[src/rtl/ring_sequencer_ex.sv]
// ---------------------------------------------------------------------------
// ring_sequencer_ex
//   Walking-one ring sequencer. A single hot bit steps around a SIZE-bit ring.
//   The start position, lap length, direction and circular/one-shot mode are
//   captured when iStart is seen. Busy, wrap and done status are reported.
//   The one-hot output is meant to drive per-lane enables, for example the
//   channel selects of one-hot muxes.
//
// Parameters
//   SIZE   ring width in bits (>= 2)
//   IDX_W  index width, equal to clog2(SIZE)
//
// Ports
//   Clock        in   single clock; all logic updates on the rising edge
//   Reset        in   synchronous reset, active low
//   iStart       in   capture the run controls and begin a run (any state)
//   iStartIndex  in   first hot position (< SIZE)
//   iLength      in   positions per lap; 0 or a value above SIZE means SIZE
//   iDirection   in   0: step toward the MSB, 1: step toward the LSB
//   iMode        in   0: circular, 1: one-shot
//   iAdvance     in   step request
//   oHot         out  one-hot position; all zero when idle
//   oIndex       out  binary position; 0 when idle
//   oStep        out  advances since the start of the lap
//   oBusy        out  a run is in progress
//   oWrap        out  1-cycle pulse when a circular lap completes
//   oDone        out  1-cycle pulse when a one-shot run finishes
//   Every output comes straight from a flop.
// ---------------------------------------------------------------------------
module ring_sequencer_ex #(
    parameter int SIZE  = 16,
    parameter int IDX_W = 4
) (
    input  logic             Clock,
    input  logic             Reset,
    input  logic             iStart,
    input  logic [IDX_W-1:0] iStartIndex,
    input  logic [IDX_W:0]   iLength,
    input  logic             iDirection,
    input  logic             iMode,
    input  logic             iAdvance,
    output logic [SIZE-1:0]  oHot,
    output logic [IDX_W-1:0] oIndex,
    output logic [IDX_W:0]   oStep,
    output logic             oBusy,
    output logic             oWrap,
    output logic             oDone
);

    localparam int LEN_W = IDX_W + 1;
    localparam logic [IDX_W-1:0] MAX_IDX  = IDX_W'(SIZE - 1);
    localparam logic [LEN_W-1:0] FULL_LEN = LEN_W'(SIZE);

    typedef enum logic {
        ST_IDLE = 1'b0,
        ST_RUN  = 1'b1
    } state_e;

    state_e state_q, state_d;

    // Run controls. These are captured on iStart and held until the next iStart.
    logic [IDX_W-1:0] start_q, start_d;
    logic [LEN_W-1:0] len_q,   len_d;
    logic             dir_q,   dir_d;
    logic             mode_q,  mode_d;

    // Position state and registered outputs.
    logic [IDX_W-1:0] idx_q,  idx_d;
    logic [LEN_W-1:0] step_q, step_d;
    logic [SIZE-1:0]  hot_q,  hot_d;
    logic             wrap_q, wrap_d;
    logic             done_q, done_d;

    logic [LEN_W-1:0] len_norm;
    logic [IDX_W-1:0] idx_next;
    logic             last_step;
    logic             adv_run;

    // Out-of-range lengths fall back to a full lap of the ring.
    always_comb begin
        len_norm = iLength;
        if (iLength == '0 || iLength > FULL_LEN) begin
            len_norm = FULL_LEN;
        end
    end

    // The neighbour position modulo SIZE. The explicit end checks keep this
    // correct when SIZE is not a power of two.
    always_comb begin
        if (dir_q) begin
            idx_next = (idx_q == '0) ? MAX_IDX : idx_q - 1'b1;
        end else begin
            idx_next = (idx_q == MAX_IDX) ? '0 : idx_q + 1'b1;
        end
    end

    // len_q is never 0 (normalised at capture, SIZE after reset), so len_q-1
    // cannot underflow.
    assign last_step = (step_q == len_q - 1'b1);
    assign adv_run   = (state_q == ST_RUN) && iAdvance;

    // ---------------------------------------------------------------------
    // FSM: state register
    // ---------------------------------------------------------------------
    always_ff @(posedge Clock) begin
        if (!Reset) begin
            state_q <= ST_IDLE;
        end else begin
            state_q <= state_d;
        end
    end

    // ---------------------------------------------------------------------
    // FSM: next state. iStart wins over iAdvance in either state.
    // ---------------------------------------------------------------------
    always_comb begin
        state_d = state_q;
        if (iStart) begin
            state_d = ST_RUN;
        end else if (adv_run && last_step && mode_q) begin
            state_d = ST_IDLE;
        end
    end

    // ---------------------------------------------------------------------
    // FSM: outputs and datapath next values
    // ---------------------------------------------------------------------
    always_comb begin
        start_d = start_q;
        len_d   = len_q;
        dir_d   = dir_q;
        mode_d  = mode_q;
        idx_d   = idx_q;
        step_d  = step_q;
        wrap_d  = 1'b0;
        done_d  = 1'b0;

        if (iStart) begin
            // A restart of a live run raises no wrap or done pulse.
            start_d = iStartIndex;
            len_d   = len_norm;
            dir_d   = iDirection;
            mode_d  = iMode;
            idx_d   = iStartIndex;
            step_d  = '0;
        end else if (adv_run) begin
            if (!last_step) begin
                idx_d  = idx_next;
                step_d = step_q + 1'b1;
            end else if (mode_q) begin
                // One-shot: the run ends and the outputs return to idle values.
                idx_d  = '0;
                step_d = '0;
                done_d = 1'b1;
            end else begin
                // Circular: start the lap again. With a length of 1 this
                // pulses wrap on every advance while the position stays put.
                idx_d  = start_q;
                step_d = '0;
                wrap_d = 1'b1;
            end
        end

        // Build the one-hot vector from the next index, so that oHot always
        // matches oIndex on the same cycle.
        hot_d = '0;
        if (state_d == ST_RUN) begin
            hot_d = SIZE'(1) << idx_d;
        end
    end

    always_ff @(posedge Clock) begin
        if (!Reset) begin
            start_q <= '0;
            len_q   <= FULL_LEN;
            dir_q   <= 1'b0;
            mode_q  <= 1'b0;
            idx_q   <= '0;
            step_q  <= '0;
            hot_q   <= '0;
            wrap_q  <= 1'b0;
            done_q  <= 1'b0;
        end else begin
            start_q <= start_d;
            len_q   <= len_d;
            dir_q   <= dir_d;
            mode_q  <= mode_d;
            idx_q   <= idx_d;
            step_q  <= step_d;
            hot_q   <= hot_d;
            wrap_q  <= wrap_d;
            done_q  <= done_d;
        end
    end

    assign oHot   = hot_q;
    assign oIndex = idx_q;
    assign oStep  = step_q;
    assign oBusy  = (state_q == ST_RUN);
    assign oWrap  = wrap_q;
    assign oDone  = done_q;

endmodule

[config.mk]
export PLATFORM = sky130hd
export DESIGN_NAME = ring_sequencer_ex
export DESIGN_NICKNAME = d
export VERILOG_FILES = /design/src/rtl/ring_sequencer_ex.sv
export SDC_FILE = /design/constraint.sdc
export NUM_CORES = 1
export LEC_CHECK = 0
export ABC_AREA = 1
export BUFFER_PORTS_ARGS = -buffer_cell sky130_fd_sc_hd__buf_2
export CAP_MARGIN = 20
export CORE_MARGIN = 4
export CORE_UTILIZATION = 50
export CTS_BUF_LIST = sky130_fd_sc_hd__clkbuf_8
export DETAILED_ROUTE_END_ITERATION = 10
export PLACE_DENSITY = 0.78
export SYNTH_ARGS = -nofsm -noshare
export SYNTH_HDL_FRONTEND = slang
export SYNTH_SLANG_ARGS = --single-unit
export TNS_END_PERCENT = 20
[constraint.sdc]
create_clock -name Clock -period 1.75 [get_ports Clock]
set_input_delay 0.0875 -clock Clock [delete_from_list [all_inputs] [get_ports Clock]]
set_output_delay 0.0875 -clock Clock [all_outputs]
set_load 0.02 [all_outputs]
==> results.md <==
Status:
- The run finished, with violations left.
- The checks that failed: negative setup slack.

Critical path:
- The critical path endpoint is oHot[13].
- The startpoint of the worst setup timing path is len_q[0].
- The worst setup path is of the reg2reg kind.
- The worst register-to-register path ends at oHot[13].
- The length in cells of the worst reg-to-reg path is 13.
- In this run the register-to-register setup slack is -90 ps.
- The critical path endpoint category is a register.
- The data arrival time of the worst path is 2070 ps.
- The worst flop-to-flop path startpoint is len_q[0].
- In this run the worst path has a maximum fanout of 6.
- The startpoint kind of the worst setup timing path is a register.
- STA puts the critical path data required time at approximately 2000 ps.

Global routing:
- Global routing used between 10% and 20% of the available tracks.
- Entering global routing, the biggest net connects 15 pins.
- The number of antenna violations at the first check in global routing is 0.
- The number of global-route vias before repair was around 1800.
- Summed over all layers, the global routing overflow is 0.
- The first global-routing pass estimated between 7000 and 8000 um of wire.

Detailed routing:
- The number of design-rule violations left by the first detailed-router iteration is 95.
- The overall via count from detail_route is approximately 1900.
- Dividing the detail-routed via count by the number of cells gives ~5.0.
- The antenna violation net count after detailed routing is 0.
- After detailed routing, the number of remaining DRC violations is 0.
- The final layout contains routed wiring with a total length of about 4600 um.
- The count of TritonRoute iterations in the first routing pass is 6.
- In the final routed layout, each cell accounts on average for about 13 um.

Final layout:
- The layout filler cell count is between 300 and 400.
- Compared with the post-synthesis result, the final layout area differs by 30.0%.
- The library cell used most frequently in the layout, excluding fill and tap cells, is sky130_fd_sc_hd__nand2_1.
- In the layout the commonest cells are sky130_fd_sc_hd__nand2_1 (57), sky130_fd_sc_hd__buf_2 (42), sky130_fd_sc_hd__nor2_1 (40).
- The final net count is about 340.
- The number of antenna cells inserted is 0.
- The share of layout cells above drive strength 1 is between 30% and 40%.

Clock tree:
- Buffers inserted to repair hold after CTS numbered 0.
- The number of H-tree levels is 2.
- The maximum clock path buffer count is 2.
- Clock-pin slew was measured on the worst setup and hold paths at about 80 ps.
- Counting every sink on the clock net gives 39.
- TritonCTS built the clock tree.
- TritonCTS created 5 clock buffers.
- The root buffer cell is sky130_fd_sc_hd__clkbuf_8.
- At the later pin of the worst-skew pair, clock insertion delay measures about 300 ps.

STA:
- Headroom to the max-slew limit came out at between 70% and 80%.
- The part of the cycle the worst path needs is 105%.
- The final-report setup violation count is 19.
- After layout, the minimum clock period comes to between 1500 and 2000 ps.
- The final hold slack is 34.0 ps.
- The number of max-slew violations in the final report is 0.
- For the final database, setup skew stands at 8.53 ps.
- The transition at the pin with the smallest max-transition slack is ~410 ps.
- The minimum setup slack in the final design is -86.5 ps.
- Derived from the worst setup path, the maximum achievable clock frequency is 0.544 GHz.
- Setup repair after global routing could not meet its margin everywhere.
- The hold violation count in the final report is 0.

Yosys:
- The cell count after synthesis came out at 258.
- Synthesis produced a netlist with a net count of approximately 280.
- The share of the yosys chip area belonging to registers is about two fifths.
- In the post-synthesis netlist, the biggest area contributors are sky130_fd_sc_hd__dfxtp_1 (41%), sky130_fd_sc_hd__nand2_1 (12%), sky130_fd_sc_hd__nor2_1 (8.6%), sky130_fd_sc_hd__nand3_1 (6.6%), sky130_fd_sc_hd__inv_1 (6.0%).
- The distinct cell type count after synthesis is 26.
- The biggest area contributor in the post-synthesis netlist is sky130_fd_sc_hd__dfxtp_1.
- Dividing the synthesized area by the synthesized cell count gives ~7.3 sq um.
- The share of synthesized area in the top cell type comes to roughly two fifths.
- The count of yosys warnings during synthesis is 0.
- The cell area that synthesis handed to floorplanning was 1880 sq um.
- The register bit total from synthesis is 39.

Flow run:
- The number of max-cap violations is 0.

Power and ir drop:
- The total chip power is slightly below 2 mW.
- The worst-case IR drop observed on VDD is approximately 0.62 mV.
- The areal power density over the cells is roughly 790 nW/um^2.
- The static leakage is between 1 and 1.5 nW.

Die:
- For this configuration, the core starts out at a cell density of 51.4%.
- For this design the top-level I/O count stands at 43.
- The die boundary width is 69.4 um.
- The core region is 3660 sq um.
- The die height is between 60 and 70 um.
- The row count is 22.
- The floorplan die area is approximately 4800 sq um.

Placement:
- The weighted congestion reported at the end of routability-driven placement is ~0.88.
- Buffers placed on the I/O ports in this run total 42.
- The wire-length estimate of the detail-placed layout is around 3400 um.

Min path:
- The kind of path behind the tightest hold check is in2reg.
==> flip-flops by register name (all words and copies together) (netlist names) <==
register	count
oIndex	4
oDone	1
dir_q	1
start_q	4
oStep	5
oHot	16
len_q	5
oBusy	1
mode_q	1
oWrap	1
==> timing repair <==
item	CTS	global route
gates cloned	0	0
resized for setup	12	8
setup buffers	4	1
setup endpoints to repair	20	27
pin swaps	10	3
==> worst min path at each step <==
| stage | start | to | depth (start not counted) |
|---|---|---|---|
| global route | Reset | len_q[4] | 2 |
| detailed placement | Reset | len_q[4] | 2 |
| floorplan | Reset | len_q[4] | 1 |
| global placement | iMode | mode_q | 3 |
| finish | Reset | len_q[4] | 2 |
| CTS | Reset | len_q[4] | 2 |
==> synthesized netlist by cell type (all sizes together) <==
master   n
a31oi    1
a21oi    7
or4      1
inv     32
a21boi   1
nand3   29
clkbuf   1
nor3     3
buf      1
nor2    50
ha       5
o22ai    6
dfxtp   39
clkinv   1
nand4    4
nand2   69
o21ai    2
xor2     5
o31ai    1
==> metal layers <==
metal / track usage [%] / vias up / wire, um
li1: - / 943 / -
met1: 23.0 / 837 / 1960
met2: 32.7 / 61 / 2280
met3: 6.09 / 14 / 271
met4: 7.16 / 0 / 133
met5: 0 / - / 0
==> cell type report <==
class                   instances  area [sq um]  area share, %
clock buffers                   6          82.6           3.37
clock inverters                 2          16.3          0.665
inverters                      33           126           5.16
multi-input cells             184          1050           42.9
flip-flops and latches         39           782           32.0
well taps                      48          60.1           2.45
repair buffers                 58           330           13.5
==> worst max-delay path: stages, from the launching register on <==
cell                       delay, ps
sky130_fd_sc_hd__dfxtp_2         340
sky130_fd_sc_hd__inv_2            50
sky130_fd_sc_hd__ha_4            240
sky130_fd_sc_hd__nand2_2          80
sky130_fd_sc_hd__inv_2            30
sky130_fd_sc_hd__nor2_1           70
sky130_fd_sc_hd__nand2_1          70
sky130_fd_sc_hd__nor2_2          120
sky130_fd_sc_hd__nand3_4         130
sky130_fd_sc_hd__nand2_2          90
sky130_fd_sc_hd__nand3_2          80
sky130_fd_sc_hd__a21boi_2        230
sky130_fd_sc_hd__nand3_1         140
sky130_fd_sc_hd__nor2_1          110
==> cells by family (layout without fill, tap and decap cells) <==
| family | count (synthesis) | count (layout) | share of synthesized area, % |
|---|---|---|---|
| AND/OR/NAND/NOR | 156 | 156 | 39.8 |
| flip-flops | 39 | 39 | 41.5 |
| buffers and inverters | 35 | 99 | 7.38 |
| AO/OA/AOI/OAI | 18 | 18 | 5.71 |
| adder cells (fa/ha/maj) | 5 | 5 | 3.32 |
| XOR/XNOR | 5 | 5 | 2.33 |
==> power breakdown <==
group,switching (mW),internal (mW),total (mW),leakage (nW)
Clock,0.332,0.322,0.653,0.0474
Sequential,0.0224,0.916,0.939,0.318
Combinational,0.216,0.125,0.340,0.797
==> stage by stage <==
stage          setup slack (ps)  util (%)  TNS [ps]  instance area [sq um]  cells
2_1_floorplan              52.3         -         0                   1910    258
3_3_place_gp               -128      61.4     -1070                   2250    357
3_5_place_dp               -119      61.4     -1500                   2250    357
4_1_cts                    -101      66.0     -1660                   2410    369
5_1_grt                    -199      66.8     -3840                   2450    370
6_report                  -86.5      66.8     -1030                   2450    370
(Power assumes the default switching activity.)
